$ cat src/rtl/servo_pwm_decoder_if.sv
// Servo PWM decoder bus: the raw PWM pin toward the decoder and the
// measured width/period, decoded command and status back from it.
// The decoder sits on the master side; the consumer of the measurements
// (and the source of the pin) sits on the slave side.
interface servo_pwm_decoder_if;
  logic        pwm_in;
  logic [20:0] width;
  logic [20:0] period;
  logic        width_valid;
  logic        period_valid;
  logic [1:0]  cmd;
  logic        err;
  logic        lost;

  modport master (
    input  pwm_in,
    output width, period, width_valid, period_valid, cmd, err, lost
  );

  modport slave (
    output pwm_in,
    input  width, period, width_valid, period_valid, cmd, err, lost
  );
endinterface

$ cat src/rtl/servo_pwm_decoder.sv
// Servo PWM decoder: measures high time and rise-to-rise period of a servo
// pulse train, decodes accepted pulses into the 2-bit servo command and
// flags out-of-range pulses and loss of the frame.
// Optional macro GLITCH_FILTER_EN: when defined, the synchronized input must
// hold a new level for FILT_LEN cycles before it is treated as an edge.
module servo_pwm_decoder #(
  parameter int MIN_W      = 25000,
  parameter int MAX_W      = 125000,
  parameter int CMD_LO_MAX = 62500,
  parameter int CMD_HI_MIN = 87500,
  parameter int TIMEOUT    = 1200000,
  parameter int FILT_LEN   = 8
) (
  input logic                 clk,
  input logic                 rst_n,
  servo_pwm_decoder_if.master bus
);

  localparam int CW = 21;
  localparam logic [CW-1:0] CNT_MAX   = '1;
  localparam logic [CW-1:0] MIN_W_C   = CW'(MIN_W);
  localparam logic [CW-1:0] MAX_W_C   = CW'(MAX_W);
  localparam logic [CW-1:0] LO_MAX_C  = CW'(CMD_LO_MAX);
  localparam logic [CW-1:0] HI_MIN_C  = CW'(CMD_HI_MIN);
  localparam logic [CW-1:0] TIMEOUT_C = CW'(TIMEOUT);
  // Startup settling time; long enough for the synchronizer and filter to
  // show the true pin level before IDLE may accept a rise.
  localparam int WARM = FILT_LEN + 4;
  localparam int WW   = $clog2(WARM + 1);

  typedef enum logic [1:0] {IDLE, HIGH, LOW, LOST} state_t;

  state_t        state_q, state_d;
  logic          sync1_q, sync2_q, levelDly_q, level;
  logic          rise, fall, timedOut, inRange;
  logic [WW-1:0] warmCnt_q;
  logic          armed_q;
  logic [CW-1:0] cnt_q, cnt_d, perCnt_q, perCnt_d;
  logic [CW-1:0] width_q, width_d, period_q, period_d;
  logic [1:0]    cmd_q, cmd_d;
  logic          widthValid_q, widthValid_d, periodValid_q, periodValid_d;
  logic          err_q, err_d, lost_q, lost_d;

  function automatic logic [CW-1:0] satInc(input logic [CW-1:0] v);
    return (v == CNT_MAX) ? v : v + CW'(1);
  endfunction

  // Two-flop synchronizer plus a delayed copy of the level for edge detect
  always_ff @(posedge clk) begin
    if (!rst_n) begin
      sync1_q    <= 1'b0;
      sync2_q    <= 1'b0;
      levelDly_q <= 1'b0;
    end else begin
      sync1_q    <= bus.pwm_in;
      sync2_q    <= sync1_q;
      levelDly_q <= level;
    end
  end

`ifdef GLITCH_FILTER_EN
  localparam int FW = $clog2(FILT_LEN) + 1;
  logic          filt_q;
  logic [FW-1:0] filtCnt_q;

  // Accept a new level only after it has been stable for FILT_LEN cycles
  always_ff @(posedge clk) begin
    if (!rst_n) begin
      filt_q    <= 1'b0;
      filtCnt_q <= '0;
    end else if (sync2_q == filt_q) begin
      filtCnt_q <= '0;
    end else if (filtCnt_q == FW'(FILT_LEN - 1)) begin
      filt_q    <= sync2_q;
      filtCnt_q <= '0;
    end else begin
      filtCnt_q <= filtCnt_q + FW'(1);
    end
  end

  assign level = filt_q;
`else
  assign level = sync2_q;
`endif

  assign rise     = level & ~levelDly_q;
  assign fall     = ~level & levelDly_q;
  assign timedOut = (cnt_q >= TIMEOUT_C);
  assign inRange  = (cnt_q >= MIN_W_C) && (cnt_q <= MAX_W_C);

  // Arm IDLE once the settled pin has been seen low, so a pulse already in
  // progress when reset releases is never measured
  always_ff @(posedge clk) begin
    if (!rst_n) begin
      warmCnt_q <= '0;
      armed_q   <= 1'b0;
    end else begin
      if (warmCnt_q != WW'(WARM)) warmCnt_q <= warmCnt_q + WW'(1);
      armed_q <= armed_q | ((warmCnt_q == WW'(WARM)) & ~level);
    end
  end

  // Phase counter (high time, low time, idle time) and rise-to-rise counter
  always_comb begin
    cnt_d    = satInc(cnt_q);
    perCnt_d = rise ? CW'(1) : satInc(perCnt_q);
    case (state_q)
      IDLE:    if (rise || fall) cnt_d = (rise && armed_q) ? CW'(1) : '0;
      HIGH:    if (fall) cnt_d = CW'(1);
      LOW:     if (rise) cnt_d = CW'(1);
      LOST:    cnt_d = rise ? CW'(1) : '0;
      default: cnt_d = '0;
    endcase
  end

  // Counter registers
  always_ff @(posedge clk) begin
    if (!rst_n) begin
      cnt_q    <= '0;
      perCnt_q <= '0;
    end else begin
      cnt_q    <= cnt_d;
      perCnt_q <= perCnt_d;
    end
  end

  // State register
  always_ff @(posedge clk) begin
    if (!rst_n) state_q <= IDLE;
    else        state_q <= state_d;
  end

  // Next-state logic; an edge always wins over a timeout in the same cycle
  always_comb begin
    state_d = state_q;
    case (state_q)
      IDLE: begin
        if (rise && armed_q)             state_d = HIGH;
        else if (!rise && !fall && timedOut) state_d = LOST;
      end
      HIGH: begin
        if (fall)          state_d = LOW;
        else if (timedOut) state_d = LOST;
      end
      LOW: begin
        if (rise)          state_d = HIGH;
        else if (timedOut) state_d = LOST;
      end
      LOST:    if (rise) state_d = HIGH;
      default: state_d = IDLE;
    endcase
  end

  // Output next values: measurements, strobes, command decode and loss flag
  always_comb begin
    width_d       = width_q;
    period_d      = period_q;
    cmd_d         = cmd_q;
    widthValid_d  = 1'b0;
    periodValid_d = 1'b0;
    err_d         = 1'b0;
    lost_d        = (state_d == LOST);
    case (state_q)
      HIGH: begin
        if (fall) begin
          if (inRange) begin
            width_d      = cnt_q;
            widthValid_d = 1'b1;
            if (cnt_q <= LO_MAX_C)      cmd_d = 2'b01;
            else if (cnt_q >= HI_MIN_C) cmd_d = 2'b10;
            else                        cmd_d = 2'b00;
          end else begin
            err_d = 1'b1;
          end
        end
      end
      LOW: begin
        if (rise) begin
          period_d      = perCnt_q;
          periodValid_d = 1'b1;
        end
      end
      default: ;
    endcase
    if (state_d == LOST && state_q != LOST) cmd_d = 2'b00;
  end

  // Output registers
  always_ff @(posedge clk) begin
    if (!rst_n) begin
      width_q       <= '0;
      period_q      <= '0;
      cmd_q         <= 2'b00;
      widthValid_q  <= 1'b0;
      periodValid_q <= 1'b0;
      err_q         <= 1'b0;
      lost_q        <= 1'b0;
    end else begin
      width_q       <= width_d;
      period_q      <= period_d;
      cmd_q         <= cmd_d;
      widthValid_q  <= widthValid_d;
      periodValid_q <= periodValid_d;
      err_q         <= err_d;
      lost_q        <= lost_d;
    end
  end

  assign bus.width        = width_q;
  assign bus.period       = period_q;
  assign bus.cmd          = cmd_q;
  assign bus.width_valid  = widthValid_q;
  assign bus.period_valid = periodValid_q;
  assign bus.err          = err_q;
  assign bus.lost         = lost_q;

endmodule

$ cat src/flat_wrapper.sv
// flat-port wrapper written by rule: the top's interface ports become plain ports
module servo_pwm_decoder_flat 
#(
  parameter int MIN_W      = 25000,
  parameter int MAX_W      = 125000,
  parameter int CMD_LO_MAX = 62500,
  parameter int CMD_HI_MIN = 87500,
  parameter int TIMEOUT    = 1200000,
  parameter int FILT_LEN   = 8
)
  (clk, rst_n, bus_pwm_in, bus_width, bus_period, bus_width_valid, bus_period_valid, bus_cmd, bus_err, bus_lost);
  servo_pwm_decoder_if bus_i ();
  input logic clk;
  input logic rst_n;
  input wire logic [$bits(bus_i.pwm_in)-1:0] bus_pwm_in;
  output wire logic [$bits(bus_i.width)-1:0] bus_width;
  output wire logic [$bits(bus_i.period)-1:0] bus_period;
  output wire logic [$bits(bus_i.width_valid)-1:0] bus_width_valid;
  output wire logic [$bits(bus_i.period_valid)-1:0] bus_period_valid;
  output wire logic [$bits(bus_i.cmd)-1:0] bus_cmd;
  output wire logic [$bits(bus_i.err)-1:0] bus_err;
  output wire logic [$bits(bus_i.lost)-1:0] bus_lost;
  assign bus_i.pwm_in = bus_pwm_in;
  assign bus_width = bus_i.width;
  assign bus_period = bus_i.period;
  assign bus_width_valid = bus_i.width_valid;
  assign bus_period_valid = bus_i.period_valid;
  assign bus_cmd = bus_i.cmd;
  assign bus_err = bus_i.err;
  assign bus_lost = bus_i.lost;
  servo_pwm_decoder #(.MIN_W(MIN_W), .MAX_W(MAX_W), .CMD_LO_MAX(CMD_LO_MAX), .CMD_HI_MIN(CMD_HI_MIN), .TIMEOUT(TIMEOUT), .FILT_LEN(FILT_LEN)) u_core (.clk(clk), .rst_n(rst_n), .bus(bus_i));
endmodule
$ cat config.mk
export PLATFORM = sky130hd
export DESIGN_NAME = servo_pwm_decoder_flat
export DESIGN_NICKNAME = d
export VERILOG_FILES = /design/src/rtl/servo_pwm_decoder_if.sv /design/src/rtl/servo_pwm_decoder.sv /design/src/flat_wrapper.sv
export SDC_FILE = /design/constraint.sdc
export NUM_CORES = 1
export LEC_CHECK = 0
export BUFFER_PORTS_ARGS = -buffer_cell sky130_fd_sc_hd__buf_2
export CAP_MARGIN = 20
export CORE_ASPECT_RATIO = 0.5
export CORE_MARGIN = 1
export CORE_UTILIZATION = 50
export DETAILED_ROUTE_END_ITERATION = 8
export PLACE_DENSITY = 0.7
export REMOVE_ABC_BUFFERS = 1
export SYNTH_ARGS = -nofsm -noshare
export SYNTH_HDL_FRONTEND = slang
export SYNTH_SLANG_ARGS = --single-unit
$ cat constraint.sdc
create_clock -name clk -period 2.5 [get_ports clk]
set_input_delay 0.5 -clock clk [delete_from_list [all_inputs] [get_ports clk]]
set_output_delay 0.5 -clock clk [all_outputs]
set_load 0.02 [all_outputs]
# Yosys cells after proc, flatten, opt, wreduce, memory -nomap -nowiden
# Index checks and enable logic that the tools add are counted.
dict set report totals {
  wordCells 77
  reg_bits 100
  in_bits 3
  output_inout_bits 48
}
dict set report classes {
  n_bitwise 7
  n_addsub 3
  n_eq_ne 10
  muxes 21
  order_cmp 5
  n_reduce_logical 15
}
# operator count
set op_table {}
lappend op_table {{two-way mux 21 bit} 4}
lappend op_table {{case mux 21 bit (4 select lines)} 1}
lappend op_table {{adder 21 x 1 -> 21 bit, second input constant} 2}
lappend op_table {{equality test 21 bit, second input constant} 2}
lappend op_table {{>= comparator 21 x 15 -> 1 bit, second input constant} 1}
lappend op_table {{>= comparator 21 x 17 -> 1 bit, second input constant} 1}
lappend op_table {{>= comparator 21 bit, second input constant} 1}
lappend op_table {{<= comparator 21 x 16 -> 1 bit, second input constant} 1}
lappend op_table {{<= comparator 21 x 17 -> 1 bit, second input constant} 1}
lappend op_table {{two-way mux 2 bit} 8}
lappend op_table {{case mux 2 bit (4 select lines)} 1}
lappend op_table {{two-way mux 1 bit} 7}
lappend op_table {{equality test 2 bit, second input constant} 3}
lappend op_table {{AND reduction 3 bit} 2}
lappend op_table {{logical AND 1 bit} 5}
lappend op_table {{adder 4 x 1 -> 4 bit, second input constant} 1}
lappend op_table {{equality test 4 bit, second input constant} 1}
lappend op_table {{!= test 4 bit, second input constant} 1}
lappend op_table {{AND reduction 2 bit} 2}
lappend op_table {{OR reduction 2 bit} 2}
lappend op_table {{bitwise AND 1 bit} 3}
lappend op_table {{inverter 1 bit} 3}
lappend op_table {{equality test 2 x 1 -> 1 bit, second input constant} 1}
lappend op_table {{logical NOT 1 bit} 2}
lappend op_table {{5 further kinds} 5}

# Longest topological paths before layout
# Gate-level depths: netlist (run 1).
dict set report logic_depth {
  depth_word 11
  mapped_depth 8
  depth_no_buf 7
}

# Worst setup path before layout (run 1)
# Ideal clock, no wire load.
dict set report synth_path {
  path_type {register to register}
  start {reg u_core.sync2_q (netlist: u_core.level)}
  end {reg u_core.cnt_q[10]}
  t_arrival_ns 1.765
  period_less_slack_ns 1.892
  path_stages_with_launch 7
  path_buffers 1
  path_slack_ns 0.608
  t_required_ns 2.372
  setup_time_ns 0.128
  path_cell_list {dfxtp_1 > inv_1 > ha_1 > nor2b_1 > o311ai_2 > clkbuf_1 > nor2_1}
}
dict set report synth_between {
  elab_chain_cells 5
  word_cells_on_any_way 8
  classes_between {4 x mux; 3 x bitwise; 1 x reduce/logical}
}
# item line_no
set synth_rtl {}
lappend synth_rtl {{start, declared} servo_pwm_decoder.sv:34} ;# logic sync1_q, sync2_q, levelDly_q, level;
lappend synth_rtl {{start signal, assigned} servo_pwm_decoder.sv:56} ;# sync2_q <= sync1_q;
lappend synth_rtl {{inverter 1 bit} servo_pwm_decoder.sv:87} ;# assign fall = ~level & levelDly_q;
lappend synth_rtl {{bitwise AND 1 bit} servo_pwm_decoder.sv:87}
lappend synth_rtl {{logical OR 1 bit} servo_pwm_decoder.sv:108} ;# IDLE: if (rise || fall) cnt_d = (rise && armed_q) ? CW'(1) : '0;
lappend synth_rtl {{two-way mux 21 bit} servo_pwm_decoder.sv:108}
lappend synth_rtl {{case mux 21 bit (4 select lines) *} servo_pwm_decoder.sv:107} ;# case (state_q)
lappend synth_rtl {{end signal, assigned} servo_pwm_decoder.sv:122} ;# cnt_q <= cnt_d;
lappend synth_rtl {{end, declared} servo_pwm_decoder.sv:38} ;# logic [CW-1:0] cnt_q, cnt_d, perCnt_q, perCnt_d;
# Mark *: on every way between the ends. The rest lies on a longest branch, timed or not.
# A chain may end at the register's enable or synchronous reset.

# Worst setup path in the final report (run 1)
dict set report layout_path {
  start {reg u_core.cnt_q[6]}
  end {reg u_core.cmd_q[1] (netlist: u_core.bus.cmd[1])}
}
dict set report layout_between {
  elab_chain_cells 8
  word_cells_on_any_way 19
  classes_between {5 x order compare; 1 x eq/ne; 8 x mux; 5 x reduce/logical}
}
# item line_no
set layout_rtl {}
lappend layout_rtl {{>= comparator 21 bit} servo_pwm_decoder.sv:88} ;# assign timedOut = (cnt_q >= TIMEOUT_C);
lappend layout_rtl {{logical AND 1 bit} servo_pwm_decoder.sv:139} ;# else if (!rise && !fall && timedOut) state_d = LOST;
lappend layout_rtl {{two-way mux 2 bit} servo_pwm_decoder.sv:139}
lappend layout_rtl {{two-way mux 2 bit} servo_pwm_decoder.sv:138} ;# if (rise && armed_q) state_d = HIGH;
lappend layout_rtl {{case mux 2 bit (4 select lines)} servo_pwm_decoder.sv:136} ;# case (state_q)
lappend layout_rtl {{equality test 2 bit} servo_pwm_decoder.sv:185} ;# if (state_d == LOST && state_q != LOST) cmd_d = 2'b00;
lappend layout_rtl {{logical AND 1 bit} servo_pwm_decoder.sv:185}
lappend layout_rtl {{OR reduction 2 bit (no line)} n/a}
lappend layout_rtl {{end signal, assigned} servo_pwm_decoder.sv:201} ;# cmd_q <= cmd_d;
lappend layout_rtl {{end, declared} servo_pwm_decoder.sv:40} ;# logic [1:0] cmd_q, cmd_d;
# Parallel ways exist; a longest one is shown, timed or not.

==> qor.txt, run 1 <==
Seq/Total Area, Yosys -> 43.3%
H-Tree Depth -> 3
Worst Path Arrival -> 2.32 ns
Ys Warns -> 0
M1 GR Usage -> 30.7%
Number of gates resized after CTS -> 0
Max Cap Viol -> 0
Antenna violations before repair -> 0
Slew headroom -> 54.2%
Synth area leader -> dfxtp_1
CP endpoint kind -> register
Met3 usage -> 5.45%
Clock buffer depth -> 2
Post-synth EDFFs -> 0
Total GRT Usage -> 21.9%
Die Ht -> 70.0 µm
Placed cell areas -> 4910 µm²
Rows -> 24
Syn_area_per_cell -> 8.34 µm²
Synth top cells by count -> dfxtp_1 (100), nand2_1 (69), a21oi_1 (58)
GP Congestion -> 0.892
Clock Skew -> 0.00831 ns
Top-count cell post-synth -> dfxtp_1
M2 GR Usage -> 33.3%
Minimum clock period after layout -> 2.07 ns
Die Area -> 9650 µm²
Post-synth cell types -> 59
Largest net degree at the start of global routing -> 28
CTS tree -> done
Post-route setup TNS -> 0 ns
#FFs+latches synth -> 100
Via count -> 4004
Drt drc -> 0
Register Area -> 2000 µm²
DRT Pass-1 Iters -> 7
Synth Instances -> 554
Nets -> 597
Final Slew Violations -> 0
Reg clk slew, reported paths -> 0.07 ns
Worst-Margin Slew -> 0.686 ns
Multi-input logic area -> 2360 µm²
Period utilization -> 82.7%
Hold Path Class -> in -> reg
Ant diodes -> 0
Kind of critical path -> reg -> reg
Post-Syn Area -> 4620 µm²
PortBufs -> 50
Drt via density -> 5.65
RSZ-0062 raised after global routing -> no
Final setup viols -> 0
First-pass GRT wire length -> 16800 µm
Post-synth top area share -> 43.3%
Post-route ant nets -> 0
Worst-Skew Late Latency -> 0.34 ns
Clk sink count -> 100
GR peak layer -> met2
Final Hold Fails -> 0
CTS hold repair buffers -> 0
# Post-CTS Setup Buffers -> 0
Pwr Density -> 596 nW/µm²
Area Growth Syn to Fin -> 12.9%
WL per Instance -> 13.9 µm
Layout fillers -> 813
CP required -> 2.75 ns
Commonest register cell after synthesis -> dfxtp_1
Root buf cell -> clkbuf_16
Effective utilization at floorplan -> 52.3%
Clock buffer count from CTS -> 9
Crit path max fanout -> 12
Share of cells above drive strength 1 -> 16.2%
Leak Pwr -> 1.95 nW
DP HPWL -> 6610 µm
Max IR drop VDD -> 0.353 mV
I/O Pins -> 51
Finished Cell Area -> 5220 µm²
First DRT Iteration DRCs -> 295
Post-synth ARST share -> 0%
Chip width -> 138 µm
Vias in the first global route -> 3526
Total congestion overflow -> 0
Synth area leaders -> dfxtp_1 (43%), a21oi_1 (6.3%), nand2_1 (5.6%), nor2_1 (4.1%), nand3_1 (4.0%)
Max Freq -> 484 MHz
Outcome -> finished, final reports clean
Core ar. -> 8830 µm²
Drt total wl -> 9830 µm
Critical path startpoint category -> register
-- sequential cells by signal (all words and copies together) (netlist names), 2 cells and up --
signal and count:
u_core.bus.cmd 2, u_core.perCnt_q 21, u_core.warmCnt_q 4, u_core.bus.period 21, u_core.cnt_q 21, u_core.bus.width 21
u_core.state_q 2
-- area by class of cell --
class | instances | area share, %
tap | 117 | 2.81
multi-input combinational | 402 | 45.3
inverter | 11 | 0.792
clock inverter | 6 | 1.20
timing repair buffer | 63 | 6.91
sequential | 100 | 38.4
clock buffer | 10 | 4.58
-- cell usage in the layout, fill, tap and decap left out, types with 11 or more instances in the layout --
cell / count
dfxtp_1: 100
nand2_1: 69
a21oi_1: 58
nor2_1: 50
buf_2: 50
nand3_1: 37
o21ai_0: 33
xnor2_1: 17
xor2_1: 12
buf_4: 12
inv_1: 11
-- per-stage QoR --
step	util [%]	power, mW	setup WS (ns)	hold slack, ns	cells
global placement	55.7	1.75	0.495	0.420	693
floorplan	-	1.72	0.334	0.412	513
global route	59.1	3.21	0.220	0.375	709
CTS	59.1	3.14	0.450	0.362	709
finish	59.1	3.11	0.432	0.365	709
detailed placement	55.7	1.75	0.460	0.433	693
-- cells by family after synthesis --
| kind of cell | Yosys count | share of synthesized area (%) |
|---|---|---|
| XOR/XNOR | 29 | 5.50 |
| AO/OA/AOI/OAI | 134 | 17.8 |
| adder cells (fa/ha/maj) | 7 | 1.90 |
| flip-flops | 100 | 43.3 |
| AND/OR/NAND/NOR | 229 | 25.2 |
| buffers and inverters | 52 | 5.58 |
| multiplexers | 3 | 0.677 |
-- power breakdown --
part           internal [mW]  switching, mW
Combinational         0.0331         0.0573
Clock                  0.803          0.592
Sequential              1.61         0.0187
Total                   2.44          0.668
-- worst paths after layout --
path,slack [ns],depth (start not counted),start,end
worst max register to register,0.43,6,u_core.cnt_q[6],u_core.bus.cmd[1]
worst min-delay path,0.37,2,bus_pwm_in,u_core.sync1_q
worst min register to register,0.44,1,u_core.sync1_q,u_core.level
worst max-delay path,0.43,6,u_core.cnt_q[6],u_core.bus.cmd[1]
-- routing by layer --
layer | vias to the layer above | wire (µm)
met5 | - | 0
met1 | 1881 | 4960
li1 | 2032 | -
met2 | 85 | 4450
met3 | 6 | 370
met4 | 0 | 51
-- critical path: stages, from the launching register on --
cell	delay, ns
dfxtp_1	0.57
o211ai_1	0.13
o211ai_1	0.33
o211a_1	0.39
buf_4	0.25
a21oi_1	0.08
a311oi_1	0.23
(Power assumes the default switching activity.)
==> run 2: changes to the inputs <==
--- a/config.mk
+++ b/config.mk
@@ -5,13 +5,14 @@
 export SDC_FILE = /design/constraint.sdc
 export NUM_CORES = 1
 export LEC_CHECK = 0
+export ABC_AREA = 1
 export BUFFER_PORTS_ARGS = -buffer_cell sky130_fd_sc_hd__buf_2
 export CAP_MARGIN = 20
 export CORE_ASPECT_RATIO = 0.5
 export CORE_MARGIN = 1
 export CORE_UTILIZATION = 50
 export DETAILED_ROUTE_END_ITERATION = 8
-export PLACE_DENSITY = 0.7
+export PLACE_DENSITY = 0.72
 export REMOVE_ABC_BUFFERS = 1
 export SYNTH_ARGS = -nofsm -noshare
 export SYNTH_HDL_FRONTEND = slang
==> constraint.sdc (replaced) <==
create_clock -name clk -period 1.75 [get_ports clk]
set_input_delay 0.35 -clock clk [delete_from_list [all_inputs] [get_ports clk]]
set_output_delay 0.35 -clock clk [all_outputs]
set_load 0.02 [all_outputs]
==> qor.txt, run 2 <==
Clock Power Share -> 44.9% (was 44.8%)
WHS -> 0.201 ns (was 0.365 ns)
Max IR drop VDD -> 0.472 mV (was 0.353 mV)
Drt drc -> 0 (unchanged)
#FFs+latches synth -> 100 (unchanged)
Post-synth cell types -> 34 (was 59)
Leak Pwr -> 2.77 nW (was 1.95 nW)
Design Power -> 4.51 mW (was 3.11 mW)
Inst Count DP -> 889 (was 693)
I/O Pins -> 51 (unchanged)
Top-count cell post-synth -> nand2_1 (was dfxtp_1)
Hold Path Class -> in -> reg (unchanged)
Synth top cells by count -> nand2_1 (138), dfxtp_1 (100), inv_1 (87) (was dfxtp_1 (100), nand2_1 (69), a21oi_1 (58))
Root buf cell -> clkbuf_16 (unchanged)
Post-route setup TNS -> -0.00447 ns (was 0 ns)
CTS hold repair buffers -> 0 (unchanged)
Period utilization -> 100% (was 82.7%)
RSZ-0062 raised after global routing -> yes (was no)
Outcome -> finished with violations (was finished, final reports clean)
Drt via density -> 5.31 (was 5.65)
Max Cap Viol -> 0 (unchanged)
Vias in the first global route -> 4429 (was 3526)
Logic pwr share -> 4.0% (was 2.9%)
Final setup viols -> 1 (was 0)
Nets -> 803 (was 597)
Total GRT Usage -> 25.9% (was 21.9%)
Worst-Skew Late Latency -> 0.35 ns (was 0.34 ns)
Total congestion overflow -> 0 (unchanged)
Pwr Density -> 729 nW/µm² (was 596 nW/µm²)
Switching share of power -> 22.3% (was 21.5%)
GP Congestion -> 0.921 (was 0.892)
Critical R2R Launch -> u_core.cnt_q[3] (was u_core.cnt_q[6])
Syn_area_per_cell -> 6.99 µm² (was 8.34 µm²)
Antenna violations before repair -> 0 (unchanged)
Worst Hold Launch -> bus_pwm_in (unchanged)
Sequential Power Share -> 51.1% (was 52.2%)
Worst Path Arrival -> 1.98 ns (was 2.32 ns)
Worst path cell trace -> buf_4 -> nand3_2 -> nor2_2 -> nand4_1 -> nand2_2 -> nand3_4 -> clkbuf_16 -> nand2_1 -> a21oi_1 (was o211ai_1 -> o211ai_1 -> o211a_1 -> buf_4 -> a21oi_1 -> a311oi_1)
Clock buffer count from CTS -> 9 (unchanged)
Slowest stage delay, CP -> 0.44 ns (was 0.57 ns)
Die Ht -> 70.9 µm (was 70.0 µm)
CTS tree -> done (unchanged)
First DRT Iteration DRCs -> 327 (was 295)
Crit path launch -> u_core.cnt_q[3] (was u_core.cnt_q[6])
Crit-path leading delay family -> simple AND/OR/NAND/NOR gates (was compound AO/OA/AOI/OAI gates)
Finished Layout Cells -> 913 (was 709)
Final Slew Violations -> 0 (unchanged)
Minimum clock period after layout -> 1.75 ns (was 2.07 ns)
Commonest register cell after synthesis -> dfxtp_1 (unchanged)
Die Area -> 9920 µm² (was 9650 µm²)
WP buf/inv -> 2 (was 1)
Post-synth ARST share -> 0% (unchanged)
Commonest non-fill, non-tap cell in the layout -> nand2_1 (was dfxtp_1)
Int Pwr -> 3.50 mW (was 2.44 mW)
Clock Skew -> 0.00563 ns (was 0.00831 ns)
Setup WS post-layout -> -0.00447 ns (was 0.432 ns)
Seq/Total Area, Yosys -> 42.1% (was 43.3%)
Largest net degree at the start of global routing -> 39 (was 28)
PortBufs -> 50 (unchanged)
Ys Warns -> 0 (unchanged)
Crit path max-delay cell type -> dfxtp_2 (was dfxtp_1)
Failing checks -> negative setup slack
Effective utilization at floorplan -> 53.1% (was 52.3%)
First-pass GRT wire length -> 20400 µm (was 16800 µm)
WL per Instance -> 14.2 µm (was 13.9 µm)
Clock buffer depth -> 2 (unchanged)
Clk sink count -> 100 (unchanged)
Kind of critical path -> reg -> reg (unchanged)
Critical path startpoint category -> register (unchanged)
Crit path max fanout -> 7 (was 12)
Slew headroom -> 74.9% (was 54.2%)
Max Freq -> 570 MHz (was 484 MHz)
Final Hold Fails -> 0 (unchanged)
Share of cells above drive strength 1 -> 27.5% (was 16.2%)
Most frequent cells in the layout -> nand2_1 (132), dfxtp_1 (83), inv_1 (81) (was dfxtp_1 (100), nand2_1 (69), a21oi_1 (58))
Synth area leaders -> dfxtp_1 (42%), nand2_1 (11%), inv_1 (6.9%), a21oi_1 (6.8%), nor2_1 (6.3%) (was dfxtp_1 (43%), a21oi_1 (6.3%), nand2_1 (5.6%), nor2_1 (4.1%), nand3_1 (4.0%))
CP required -> 1.98 ns (was 2.75 ns)
Synth Instances -> 680 (was 554)
DP HPWL -> 9300 µm (was 6610 µm)
Via count -> 4850 (was 4004)
Post-synth top area share -> 42.1% (was 43.3%)
Chip width -> 140 µm (was 138 µm)
Worst-Margin Slew -> 0.373 ns (was 0.686 ns)
Post-Syn Area -> 4750 µm² (was 4620 µm²)
Synth area leader -> dfxtp_1 (unchanged)
Ant diodes -> 0 (unchanged)
Rows -> 24 (unchanged)
CP endpoint kind -> register (unchanged)
Reg clk slew, reported paths -> 0.07 ns (about the same)
H-Tree Depth -> 3 (unchanged)
Core ar. -> 8950 µm² (was 8830 µm²)
Area Growth Syn to Fin -> 30.2% (was 12.9%)
Post-route ant nets -> 0 (unchanged)
NetSw -> 1.01 mW (was 0.668 mW)
Drt total wl -> 13000 µm (was 9830 µm)
DRT Pass-1 Iters -> 5 (was 7)
Post-synth EDFFs -> 0 (unchanged)
[run 2: changes by cell type after synthesis, sizes merged, moves of 11 or more]
| cell | previous run | this run |
|---|---|---|
| nor2 | 52 | 82 |
| o21ai | 33 | 45 |
| inv | 11 | 94 |
| clkbuf | 20 | 9 |
| xnor2 | 17 | 5 |
| nand2 | 69 | 140 |
| nand3 | 37 | 48 |
[run 2: final timing paths]
path	end	slack (ns)	depth (start not counted)
hold reg to reg	u_core.level	0.42	2
hold / removal	u_core.sync1_q	0.20	3
setup reg to reg	u_core.bus.width[6]	-0.004	9
setup / recovery	u_core.bus.width[6]	-0.004	9
[run 2: kinds of logic (layout without fill, tap and decap cells)]
logic type	after synthesis	after routing	synth area share (%)
AO/OA/AOI/OAI	121	121	13.2
buffers and inverters	117	232	9.98
AND/OR/NAND/NOR	317	318	29.5
flip-flops	100	100	42.1
XOR/XNOR	18	18	3.32
adder cells (fa/ha/maj)	7	7	1.84
[run 2: metrics by stage]
step / area (µm²) / setup slack [ns] / util, %
floorplan: 4640 / -0.478 / -
global placement: 5560 / -0.161 / 62.1
detailed placement: 5560 / -0.146 / 62.1
CTS: 5870 / 0.0142 / 65.6
global route: 6190 / -0.101 / 69.2
finish: 6190 / -0.00447 / 69.2
[run 2: worst min-delay path, stage by stage]
cell and delay [ns]:
buf_2 0.08, nand2_1 0.05, inv_1 0.04
[run 2: area by class of cell]
cell class / instances / area (µm²)
Timing Repair inverter: 1 / 8.76
Clock buffer: 10 / 239
Fill cell: 748 / 2760
Inverter: 95 / 377
Tap cell: 117 / 146
Sequential cell: 100 / 2040
Multi-Input combinational cell: 464 / 2480
Timing Repair Buffer: 122 / 837
Clock inverter: 4 / 58.8
[run 2: metal layers]
metal	share of wire, %	vias to the layer above	track usage (%)	wire, µm
met2	47	131	45.2	6140
met5	0	-	0	0
li1	-	2445	-	-
met1	45	2243	32.1	5860
met4	1.8	0	8.06	233
met3	5.8	31	5.96	760
[run 2: power by group through the flow]
stage | Sequential, mW | Clock (mW) | Combinational (mW)
after floorplan | 2.36 | 0 | 0.0817
after global placement | 2.36 | 0 | 0.166
after detailed placement | 2.36 | 0 | 0.171
after CTS | 2.31 | 2.05 | 0.172
after global routing | 2.31 | 2.12 | 0.201
final | 2.30 | 2.02 | 0.181
[run 2: what timing repair did]
| item | in CTS | in global routing |
|---|---|---|
| setup endpoints to repair | 24 | 58 |
| buffers inserted | 0 | 8 |
| cloned | 0 | 3 |
| resized for setup | 7 | 75 |
| pin swaps | 1 | 13 |
==> run 3: changes to the inputs <==
--- a/config.mk
+++ b/config.mk
@@ -12,7 +12,7 @@
 export CORE_MARGIN = 1
 export CORE_UTILIZATION = 50
 export DETAILED_ROUTE_END_ITERATION = 8
-export PLACE_DENSITY = 0.72
+export PLACE_DENSITY = 0.7
 export REMOVE_ABC_BUFFERS = 1
 export SYNTH_ARGS = -nofsm -noshare
 export SYNTH_HDL_FRONTEND = slang
==> constraint.sdc (replaced) <==
create_clock -name clk -period 1.7 [get_ports clk]
set_input_delay 0.34 -clock clk [delete_from_list [all_inputs] [get_ports clk]]
set_output_delay 0.34 -clock clk [all_outputs]
set_load 0.02 [all_outputs]
==> qor.txt, run 3 (synthesis gave the netlist of run 2 again) <==
CTS tree -> done (unchanged)
Post-route setup TNS -> -0.300 ns (was -0.00447 ns)
DRT Pass-1 Iters -> 5 (unchanged)
Clock buffer count from CTS -> 9 (unchanged)
Rows -> 24 (unchanged)
Setup WS post-layout -> -0.0747 ns (was -0.00447 ns)
Die Area -> 9920 µm² (unchanged)
H-Tree Depth -> 3 (unchanged)
Via count -> 4919 (was 4850)
Max IR drop VDD -> 0.480 mV (was 0.472 mV)
Hold Path Class -> in -> reg (unchanged)
Post-route ant nets -> 0 (unchanged)
Final setup viols -> 10 (was 1)
Final Slew Violations -> 0 (unchanged)
Total congestion overflow -> 0 (unchanged)
Worst-Margin Slew -> 0.362 ns (was 0.373 ns)
Finished Layout Cells -> 932 (was 913)
Crit-path leading delay family -> simple AND/OR/NAND/NOR gates (unchanged)
WL per Instance -> 14.5 µm (was 14.2 µm)
Layout fillers -> 733 (was 748)
Slew headroom -> 75.7% (was 74.9%)
Core ar. -> 8950 µm² (unchanged)
First DRT Iteration DRCs -> 370 (was 327)
RSZ-0062 raised after global routing -> yes (unchanged)
DP HPWL -> 9490 µm (was 9300 µm)
PortBufs -> 50 (unchanged)
Crit path max-delay cell type -> dfxtp_4 (was dfxtp_2)
Switching share of power -> 23.4% (was 22.3%)
Worst Path Arrival -> 2.00 ns (was 1.98 ns)
Sequential Power Share -> 52.2% (was 51.1%)
CP endpoint kind -> register (unchanged)
Finished Cell Area -> 6400 µm² (was 6190 µm²)
Clock Skew -> 0.00499 ns (was 0.00563 ns)
First-pass GRT wire length -> 21600 µm (was 20400 µm)
Commonest non-fill, non-tap cell in the layout -> nand2_1 (unchanged)
Clk sink count -> 100 (unchanged)
Crit path max fanout -> 6 (was 7)
Worst-Skew Late Latency -> 0.35 ns (about the same)
Period utilization -> 104% (was 100%)
Design Power -> 4.53 mW (was 4.51 mW)
Effective utilization at floorplan -> 53.1% (unchanged)
Clock buffer depth -> 2 (unchanged)
Pwr Density -> 708 nW/µm² (was 729 nW/µm²)
Vias in the first global route -> 4601 (was 4429)
Ant diodes -> 0 (unchanged)
GP Congestion -> 0.931 (was 0.921)
Logic pwr share -> 4.5% (was 4.0%)
Area Growth Syn to Fin -> 34.7% (was 30.2%)
Share of cells above drive strength 1 -> 31.7% (was 27.5%)
Leak Pwr -> 2.90 nW (was 2.77 nW)
Worst path cell trace -> inv_4 -> nor2_4 -> nand3_2 -> nor2_2 -> nand4_1 -> nand2_2 -> nand3_4 -> buf_12 -> nand2_1 -> a21oi_2 (was buf_4 -> nand3_2 -> nor2_2 -> nand4_1 -> nand2_2 -> nand3_4 -> clkbuf_16 -> nand2_1 -> a21oi_1)
WHS -> 0.174 ns (was 0.201 ns)
Placed cell areas -> 5660 µm² (was 5560 µm²)
Minimum clock period after layout -> 1.77 ns (was 1.75 ns)
Most frequent cells in the layout -> nand2_1 (122), buf_4 (84), inv_1 (81) (was nand2_1 (132), dfxtp_1 (83), inv_1 (81))
Antenna violations before repair -> 0 (unchanged)
Kind of critical path -> reg -> reg (unchanged)
Clock Power Share -> 43.3% (was 44.9%)
Drt via density -> 5.28 (was 5.31)
Outcome -> finished with violations (unchanged)
Drt drc -> 0 (unchanged)
Largest net degree at the start of global routing -> 31 (was 39)
Drt total wl -> 13500 µm (was 13000 µm)
NetSw -> 1.06 mW (was 1.01 mW)
Root buf cell -> clkbuf_16 (unchanged)
Int Pwr -> 3.47 mW (was 3.50 mW)
Chip width -> 140 µm (unchanged)
Die Ht -> 70.9 µm (unchanged)
Inst Count DP -> 903 (was 889)
Max Freq -> 563 MHz (was 570 MHz)
Slowest stage delay, CP -> 0.40 ns (was 0.44 ns)
Reg clk slew, reported paths -> 0.07 ns (about the same)
WP buf/inv -> 2 (unchanged)
CP required -> 1.92 ns (was 1.98 ns)
Total GRT Usage -> 27.5% (was 25.9%)
Failing checks -> negative setup slack (unchanged)
Max Cap Viol -> 0 (unchanged)
Nets -> 820 (was 803)
Final Hold Fails -> 0 (unchanged)
I/O Pins -> 51 (unchanged)
Critical path startpoint category -> register (unchanged)
==> run 3: cell types whose count changed in the layout (fill, tap and decap cells not counted), moves of 4 or more <==
| cell | change |
|---|---|
| a21oi_1 | -4 |
| a21oi_2 | +4 |
| nand2_2 | +9 |
| nand2_1 | -10 |
| buf_4 | +16 |
| dfxtp_1 | -4 |
| dfxtp_4 | +5 |
==> run 3: layout make-up <==
class	count	area, µm²	area share [%]
multi-input combinational	465	2580	40.3
sequential	100	2060	32.1
timing repair buffer	138	957	14.9
inverter	95	374	5.84
clock buffer	12	246	3.85
tap	117	146	2.29
clock inverter	4	32.5	0.508
timing repair inverter	1	8.76	0.137
==> run 3: repair_timing <==
action | in CTS | in global routing
cloned | 1 | 3
endpoints found under the setup margin | 40 | 61
hold buffers | 0 | 0
setup buffers | 1 | 9
resized for setup | 21 | 97
pin swaps | 2 | 26
endpoints found under the hold margin | 0 | 0
==> run 3: worst paths after layout <==
| kind | start | end | slack (ns) | depth (start not counted) |
|---|---|---|---|---|
| worst min register to register | u_core.sync1_q | u_core.level | 0.43 | 2 |
| worst max-delay path | u_core.cnt_q[11] | u_core.bus.width[12] | -0.07 | 10 |
| worst max register to register | u_core.cnt_q[11] | u_core.bus.width[12] | -0.07 | 10 |
| worst min-delay path | bus_pwm_in | u_core.sync1_q | 0.17 | 3 |
==> run 3: metal layers <==
layer / wire, µm / vias to the layer above / global-route usage, %
met5: 0 / - / 0
met4: 198 / 0 / 7.45
met3: 725 / 25 / 6.03
met2: 6440 / 140 / 48.0
met1: 6100 / 2275 / 34.7
li1: - / 2479 / -
==> run 3: worst reg2reg max path, delay by kind of cell (launching register included) <==
| family | cells | cell delay (ns) |
|---|---|---|
| compound gates | 1 | 0.07 |
| simple gates | 7 | 0.93 |
| flops | 1 | 0.40 |
| buf+inv | 2 | 0.24 |
==> run 3: power by group through the flow <==
stage | Sequential (mW) | Combinational, mW | Clock [mW]
6_report | 2.37 | 0.202 | 1.96
5_1_grt | 2.37 | 0.227 | 2.08
4_1_cts | 2.38 | 0.184 | 1.98
3_5_place_dp | 2.43 | 0.180 | 0
3_3_place_gp | 2.43 | 0.179 | 0
2_1_floorplan | 2.43 | 0.0841 | 0
==> run 3: stage by stage <==
step	utilization, %	setup WS, ns
after floorplan	-	-0.528
after global placement	63.3	-0.209
after detailed placement	63.3	-0.177
after CTS	67.2	-0.00194
after global routing	71.6	-0.142
final	71.6	-0.0747
